`src/rtl/word_narrower_if.sv`:
```
// Handshake bundle for word_narrower: wide-word input stream and narrow-chunk output stream.
// master = producer/consumer side (bench), slave = the narrowing unit.
interface word_narrower_if #(
  parameter int IN_WIDTH  = 16,
  parameter int OUT_WIDTH = 8
);
  logic                 in_valid;
  logic                 in_ready;
  logic [IN_WIDTH-1:0]  in_data;
  logic                 in_split;
  logic                 out_valid;
  logic                 out_ready;
  logic [OUT_WIDTH-1:0] out_data;
  logic                 out_last;
  logic                 out_trunc_err;

  modport master (
    output in_valid, in_data, in_split, out_ready,
    input  in_ready, out_valid, out_data, out_last, out_trunc_err
  );

  modport slave (
    input  in_valid, in_data, in_split, out_ready,
    output in_ready, out_valid, out_data, out_last, out_trunc_err
  );
endinterface

```
`src/rtl/word_narrower.sv`:
```
// Splits a wide word into LSB-first chunks, or truncates it to the low chunk with an overflow flag.
// Define NARROW_SIGNED_CHECK_EN to make the truncate flag a signed-overflow check instead of zero-extension.
module word_narrower #(
  parameter int IN_WIDTH  = 16,
  parameter int OUT_WIDTH = 8
) (
  input  logic            clk,
  input  logic            rst_n,
  word_narrower_if.slave  bus
);

  localparam int NCHUNK = IN_WIDTH / OUT_WIDTH;
  localparam int CNT_W  = $clog2(NCHUNK);

  localparam logic [0:0] IDLE = 1'b0;
  localparam logic [0:0] EMIT = 1'b1;

  logic [0:0]           state_q;
  logic [IN_WIDTH-1:0]  word_q;
  logic [CNT_W-1:0]     cnt_q;
  logic [CNT_W-1:0]     cnt_nxt;
  logic [OUT_WIDTH-1:0] out_data_q;
  logic                 out_last_q;
  logic                 err_q;
  logic                 accept;
  logic [OUT_WIDTH-1:0] chunk [NCHUNK];

  // Flag set when the low chunk alone cannot represent the word.
  function automatic logic trunc_err(input logic [IN_WIDTH-1:0] w);
`ifdef NARROW_SIGNED_CHECK_EN
    logic signed [IN_WIDTH-1:0] t;
    t = $signed(w) >>> (OUT_WIDTH - 1);
    return (t != '0) && (t != '1);
`else
    return (w >> OUT_WIDTH) != '0;
`endif
  endfunction

  for (genvar k = 0; k < NCHUNK; k++) begin : g_chunk
    assign chunk[k] = word_q[k*OUT_WIDTH +: OUT_WIDTH];
  end

  // Accept on the final-beat edge too, so consecutive words stream without a bubble.
  assign bus.in_ready = (state_q == IDLE) ||
                        ((state_q == EMIT) && bus.out_ready && out_last_q);
  assign accept       = bus.in_valid && bus.in_ready;
  assign cnt_nxt      = cnt_q + 1'b1;

  assign bus.out_valid     = (state_q == EMIT);
  assign bus.out_data      = out_data_q;
  assign bus.out_last      = out_last_q;
  assign bus.out_trunc_err = err_q;

  always_ff @(posedge clk or negedge rst_n) begin
    if (!rst_n) begin
      state_q    <= IDLE;
      word_q     <= '0;
      cnt_q      <= '0;
      out_data_q <= '0;
      out_last_q <= 1'b0;
      err_q      <= 1'b0;
    end else if (accept) begin
      state_q    <= EMIT;
      word_q     <= bus.in_data;
      cnt_q      <= '0;
      out_data_q <= bus.in_data[OUT_WIDTH-1:0];
      out_last_q <= !bus.in_split;
      err_q      <= !bus.in_split && trunc_err(bus.in_data);
    end else if ((state_q == EMIT) && bus.out_ready) begin
      if (!out_last_q) begin
        cnt_q      <= cnt_nxt;
        out_data_q <= chunk[cnt_nxt];
        out_last_q <= (cnt_nxt == CNT_W'(NCHUNK - 1));
      end else begin
        state_q    <= IDLE;
        out_last_q <= 1'b0;
        err_q      <= 1'b0;
      end
    end
  end

endmodule

```
`src/flat_wrapper.sv`:
```
// flat-port wrapper written by rule: the top's interface ports become plain ports
module word_narrower_flat 
#(
  parameter int IN_WIDTH  = 16,
  parameter int OUT_WIDTH = 8
)
  (clk, rst_n, bus_in_valid, bus_in_data, bus_in_split, bus_out_ready, bus_in_ready, bus_out_valid, bus_out_data, bus_out_last, bus_out_trunc_err);
  word_narrower_if #(.IN_WIDTH(IN_WIDTH), .OUT_WIDTH(OUT_WIDTH)) bus_i ();
  input  logic clk;
  input  logic rst_n;
  input wire logic [$bits(bus_i.in_valid)-1:0] bus_in_valid;
  input wire logic [$bits(bus_i.in_data)-1:0] bus_in_data;
  input wire logic [$bits(bus_i.in_split)-1:0] bus_in_split;
  input wire logic [$bits(bus_i.out_ready)-1:0] bus_out_ready;
  output wire logic [$bits(bus_i.in_ready)-1:0] bus_in_ready;
  output wire logic [$bits(bus_i.out_valid)-1:0] bus_out_valid;
  output wire logic [$bits(bus_i.out_data)-1:0] bus_out_data;
  output wire logic [$bits(bus_i.out_last)-1:0] bus_out_last;
  output wire logic [$bits(bus_i.out_trunc_err)-1:0] bus_out_trunc_err;
  assign bus_i.in_valid = bus_in_valid;
  assign bus_i.in_data = bus_in_data;
  assign bus_i.in_split = bus_in_split;
  assign bus_i.out_ready = bus_out_ready;
  assign bus_in_ready = bus_i.in_ready;
  assign bus_out_valid = bus_i.out_valid;
  assign bus_out_data = bus_i.out_data;
  assign bus_out_last = bus_i.out_last;
  assign bus_out_trunc_err = bus_i.out_trunc_err;
  word_narrower #(.IN_WIDTH(IN_WIDTH), .OUT_WIDTH(OUT_WIDTH)) u_core (.clk(clk), .rst_n(rst_n), .bus(bus_i));
endmodule
```
`config.mk`:
```
export PLATFORM = sky130hd
export DESIGN_NAME = word_narrower_flat
export DESIGN_NICKNAME = d
export VERILOG_FILES = /design/src/rtl/word_narrower_if.sv /design/src/rtl/word_narrower.sv /design/src/flat_wrapper.sv
export SDC_FILE = /design/constraint.sdc
export NUM_CORES = 1
export LEC_CHECK = 0
export ABC_AREA = 1
export CELL_PAD_IN_SITES_DETAIL_PLACEMENT = 0
export CELL_PAD_IN_SITES_GLOBAL_PLACEMENT = 1
export CORE_MARGIN = 3
export CORE_UTILIZATION = 37
export DETAILED_ROUTE_END_ITERATION = 16
export GPL_ROUTABILITY_DRIVEN = 0
export GPL_TIMING_DRIVEN = 1
export HOLD_SLACK_MARGIN = 0.05
export PLACE_DENSITY = 0.93
export RECOVER_POWER = 100
export SETUP_SLACK_MARGIN = 0.15
export SYNTH_ARGS = -nofsm -noshare
export SYNTH_HDL_FRONTEND = slang
export SYNTH_SLANG_ARGS = --single-unit
```
`constraint.sdc`:
```
create_clock -name clk -period 2.7 [get_ports clk]
set_input_delay 0.54 -clock clk [delete_from_list [all_inputs] [get_ports clk]]
set_output_delay 0.54 -clock clk [all_outputs]
set_load 0.03 [all_outputs]
```
==> flow_summary.html <==
<table>
<tr><th>Metric</th><th>Value</th></tr>
<tr><th colspan="2">Pwr</th></tr>
<tr><td>Combinational cell fraction of total power</td><td>0.435</td></tr>
<tr><td>Peak ir drop on the vdd network</td><td>0.320 mV</td></tr>
<tr><td>Proportion of power drawn by flip-flops and latches</td><td>0.410</td></tr>
<tr><td>Switching pwr</td><td>723 uW</td></tr>
<tr><td>Sw frac</td><td>0.410</td></tr>
<tr><td>Design internal power</td><td>1040 uW</td></tr>
<tr><td>Leakage power figure</td><td>0.000885 uW</td></tr>
<tr><td>Post-layout power</td><td>1760 uW</td></tr>
<tr><td>Power per cell area</td><td>1060 nW/um^2</td></tr>
<tr><td>Fraction of power consumed by the clock network</td><td>0.155</td></tr>
<tr><th colspan="2">Drt</th></tr>
<tr><td>Total vias in the final route</td><td>1087</td></tr>
<tr><td>DRC viols</td><td>0</td></tr>
<tr><td>ANT nets after route</td><td>0</td></tr>
<tr><td>Mean number of vias per cell</td><td>4.45</td></tr>
<tr><td>Total wire length after detailed routing</td><td>2.63 mm</td></tr>
<tr><td>Number of detailed-routing iterations run before antenna repair</td><td>4</td></tr>
<tr><td>Average detailed-routed wire length per instance</td><td>10.8 um</td></tr>
<tr><td>Initial DRC Count</td><td>49</td></tr>
<tr><th colspan="2">Worst setup path</th></tr>
<tr><td>Worst-path fanout max</td><td>4</td></tr>
<tr><td>Startpoint type of the worst setup path</td><td>primary input</td></tr>
<tr><td>Ordered cell list for the critical path</td><td>dlygate4sd3_1 -&gt; nand3_1 -&gt; nand2_1 -&gt; clkbuf_1</td></tr>
<tr><td>Critical path capture point type</td><td>output port</td></tr>
<tr><td>Crit path required time</td><td>2160 ps</td></tr>
<tr><td>Crit-path slowest cell</td><td>dlygate4sd3_1</td></tr>
<tr><td>Worst Setup Path Type</td><td>in2out</td></tr>
<tr><td>Worst stage delay on the critical path</td><td>570 ps</td></tr>
<tr><td>Arrival @ worst endpoint</td><td>1700 ps</td></tr>
<tr><th colspan="2">STA</th></tr>
<tr><td>Min cycle time layout</td><td>2240 ps</td></tr>
<tr><td>Total count of max-transition violations in the final report</td><td>0</td></tr>
<tr><td>Number of hold violations in the final report</td><td>0</td></tr>
<tr><td>Accumulated negative setup slack</td><td>0 ps</td></tr>
<tr><td>Slew at the pin closest to its max-slew limit</td><td>1480 ps</td></tr>
<tr><td>Headroom to the max-slew limit</td><td>0.0158</td></tr>
<tr><td>Unrepaired setup endpoints after global routing</td><td>false</td></tr>
<tr><td>Post-route fraction of the period consumed by the critical path</td><td>0.829</td></tr>
<tr><td>Setup Skew</td><td>6.43 ps</td></tr>
<tr><td>Setup ws final</td><td>463 ps</td></tr>
<tr><td>Max Fclk</td><td>0.447 GHz</td></tr>
<tr><td>Final number of setup-violating endpoints</td><td>0</td></tr>
<tr><th colspan="2">Clock network</th></tr>
<tr><td>Master cell of the clock root buffer</td><td>clkbuf_4</td></tr>
<tr><td>Number of sinks on the clock net</td><td>28</td></tr>
<tr><td>Worst-path clk slew</td><td>150 ps</td></tr>
<tr><td>Clk buf depth</td><td>2</td></tr>
<tr><td>Count of buffers added by post-CTS timing repair for setup</td><td>0</td></tr>
<tr><td>Number of buffers inserted for hold repair after clock tree synthesis</td><td>0</td></tr>
<tr><td>Number of levels in the clock H-tree</td><td>1</td></tr>
<tr><td>Skew-Pair Late Insertion Delay</td><td>320 ps</td></tr>
<tr><td>Clock tree from TritonCTS</td><td>done</td></tr>
<tr><td>Number of buffers created by CTS</td><td>3</td></tr>
<tr><th colspan="2">Die</th></tr>
<tr><td>Core region area</td><td>3200 sq um</td></tr>
<tr><td>Overall die area</td><td>4280 sq um</td></tr>
<tr><td>Floorplan row count</td><td>20</td></tr>
<tr><td>Ports placed on the boundary</td><td>33</td></tr>
<tr><td>Die width</td><td>65.4 um</td></tr>
<tr><td>Y dimension of the die</td><td>65.4 um</td></tr>
<tr><td>Starting density of the core</td><td>0.408</td></tr>
<tr><th colspan="2">Logic synthesis</th></tr>
<tr><td>Number of synthesized flops with an enable pin</td><td>0</td></tr>
<tr><td>Number of distinct library cells after synthesis</td><td>18</td></tr>
<tr><td>Synthesized netlist cell count</td><td>168</td></tr>
<tr><td>Top cells by area in the synthesized netlist</td><td>dfrtp_1, nand2_1, inv_1</td></tr>
<tr><td>Share of async-settable or async-resettable flops after synthesis</td><td>1.00</td></tr>
<tr><td>Cell with the most instances after synthesis</td><td>nand2_1</td></tr>
<tr><td>Count of synthesis-stage warnings from yosys</td><td>0</td></tr>
<tr><td>Syn avg cell area</td><td>7.78 sq um</td></tr>
<tr><td>Sequential element share of the synthesized area</td><td>0.536</td></tr>
<tr><td>FF+latch count, synth</td><td>28</td></tr>
<tr><td>List of most frequent post-synthesis cells</td><td>nand2_1, dfrtp_1, inv_1</td></tr>
<tr><td>Leading area contributor after synthesis</td><td>dfrtp_1</td></tr>
<tr><td>Share of Yosys cell area claimed by the top area cell type</td><td>0.536</td></tr>
<tr><td>Summed instance area of the synthesized netlist</td><td>1310 sq um</td></tr>
<tr><td>Nets in the synthesized netlist</td><td>189</td></tr>
<tr><td>Leading register cell type out of synthesis</td><td>dfrtp_1</td></tr>
<tr><th colspan="2">Layout</th></tr>
<tr><td>Antenna Diode Count</td><td>0</td></tr>
<tr><td>Fin nets</td><td>222</td></tr>
<tr><td>Fraction of final layout cells with drive strength greater than 1</td><td>0.0650</td></tr>
<tr><td>Area added between synthesis and finish</td><td>27.8%</td></tr>
<tr><td>Post-route non-filler standard cell count</td><td>244</td></tr>
<tr><th colspan="2">Global routing</th></tr>
<tr><td>Total global routing overflow</td><td>0</td></tr>
<tr><td>Global-route wire length before repair</td><td>4.60 mm</td></tr>
<tr><td>Total global routing track utilization</td><td>0.137</td></tr>
<tr><td>Maximum number of pins on one net before global-route repair</td><td>29</td></tr>
<tr><td>Number of antenna violations at the first check in global routing</td><td>0</td></tr>
<tr><td>Number of global-route vias before repair</td><td>1056</td></tr>
<tr><th colspan="2">Placed design</th></tr>
<tr><td>Worst Setup Slack post-DPL</td><td>169 ps</td></tr>
<tr><td>Detailed-placement wirelength estimate</td><td>1.92 mm</td></tr>
<tr><td>Instance count after placement with tap cells included</td><td>240</td></tr>
<tr><td>Port Buffer Count</td><td>32</td></tr>
<tr><th colspan="2">Hold path</th></tr>
<tr><td>Hold Crit Class</td><td>reg2reg</td></tr>
<tr><th colspan="2">Job</th></tr>
<tr><td>Number of max-capacitance violations reported</td><td>0</td></tr>
<tr><th colspan="2">Status</th></tr>
<tr><td>Run status</td><td>finished clean</td></tr>
</table>
==> sequential cells by signal (all words and copies together), names as in the netlist <==
register / cells
u_core.cnt_q: 1
u_core.bus.out_valid: 1
u_core.bus.out_last: 1
u_core.word_q: 16
u_core.bus.out_data: 8
u_core.bus.out_trunc_err: 1
==> cell usage in the layout (no fill, tap or decap) <==
| cell | n |
|---|---|
| a21oi_1 | 1 |
| bufinv_16 | 1 |
| clkbuf_1 | 2 |
| clkbuf_4 | 3 |
| clkdlybuf4s50_1 | 18 |
| dfrtp_1 | 28 |
| dlygate4sd3_1 | 13 |
| inv_1 | 12 |
| inv_2 | 6 |
| nand2_1 | 90 |
| nand3_1 | 6 |
| nand3_2 | 1 |
| nand3b_1 | 1 |
| nand4_1 | 1 |
| nor2_1 | 5 |
| nor2_2 | 2 |
| o21ai_0 | 9 |
| o21ai_1 | 1 |
==> final cells by class <==
class,instances,area [sq um]
fill,345,1530
sequential,28,701
multi-input combinational,117,478
timing repair buffer,33,318
inverter,18,67.6
tap,44,55.1
clock inverter,1,30.0
clock buffer,3,22.5
==> through the flow <==
stage / util / hold slack, ps / instance area, sq um
2_1_floorplan: - / 244 / 1310
6_report: 0.522 / 487 / 1670
3_3_place_gp: 0.515 / 456 / 1650
3_5_place_dp: 0.515 / 465 / 1650
4_1_cts: 0.532 / 501 / 1700
5_1_grt: 0.522 / 523 / 1670
==> logic make-up after synthesis <==
group	count (synthesis)	share of synthesized area
AOI/OAI and AO/OA	11	0.0450
DFF	28	0.536
buffers and inverters	23	0.0823
and+or+nand+nor	106	0.337
==> power groups by stage <==
stage | clock, uW | sequential (uW) | combinational [uW]
after global placement | 0 | 728 | 816
after detailed placement | 0 | 737 | 831
final | 273 | 723 | 768
after CTS | 277 | 729 | 837
after floorplan | 0 | 849 | 442
after global routing | 291 | 749 | 876
==> critical path, delay by kind of cell <==
kind	cells	cell delay (ps)
AND/OR/NAND/NOR	2	250
buffers and inverters	2	910
==> metal layers <==
layer | up-vias | global-route usage | share of wire
li1 | 570 | - | -
met1 | 498 | 0.185 | 0.50
met2 | 17 | 0.228 | 0.46
met3 | 2 | 0.0274 | 0.039
met4 | 0 | 0.0311 | 0.0080
met5 | - | 0 | 0
==> worst paths after layout <==
check                                        from                endpoint  slack (ps)  cells after the start
setup / recovery                    bus_out_ready            bus_in_ready         460                      4
hold / removal             u_core.bus.out_data[4]  u_core.bus.out_data[4]         490                      2
setup reg to reg             u_core.bus.out_valid  u_core.bus.out_data[5]         850                      6
hold reg to reg            u_core.bus.out_data[4]  u_core.bus.out_data[4]         490                      2
max in group asynchronous                   rst_n       u_core.word_q[14]         770                      2
min in group asynchronous                   rst_n        u_core.word_q[8]        1070                      2
==> timing repair <==
item                       CTS  global route
hold endpoints to repair     0             0
gates resized for setup      0             1
setup endpoints to repair    0             1
(Power assumes the default switching activity.)
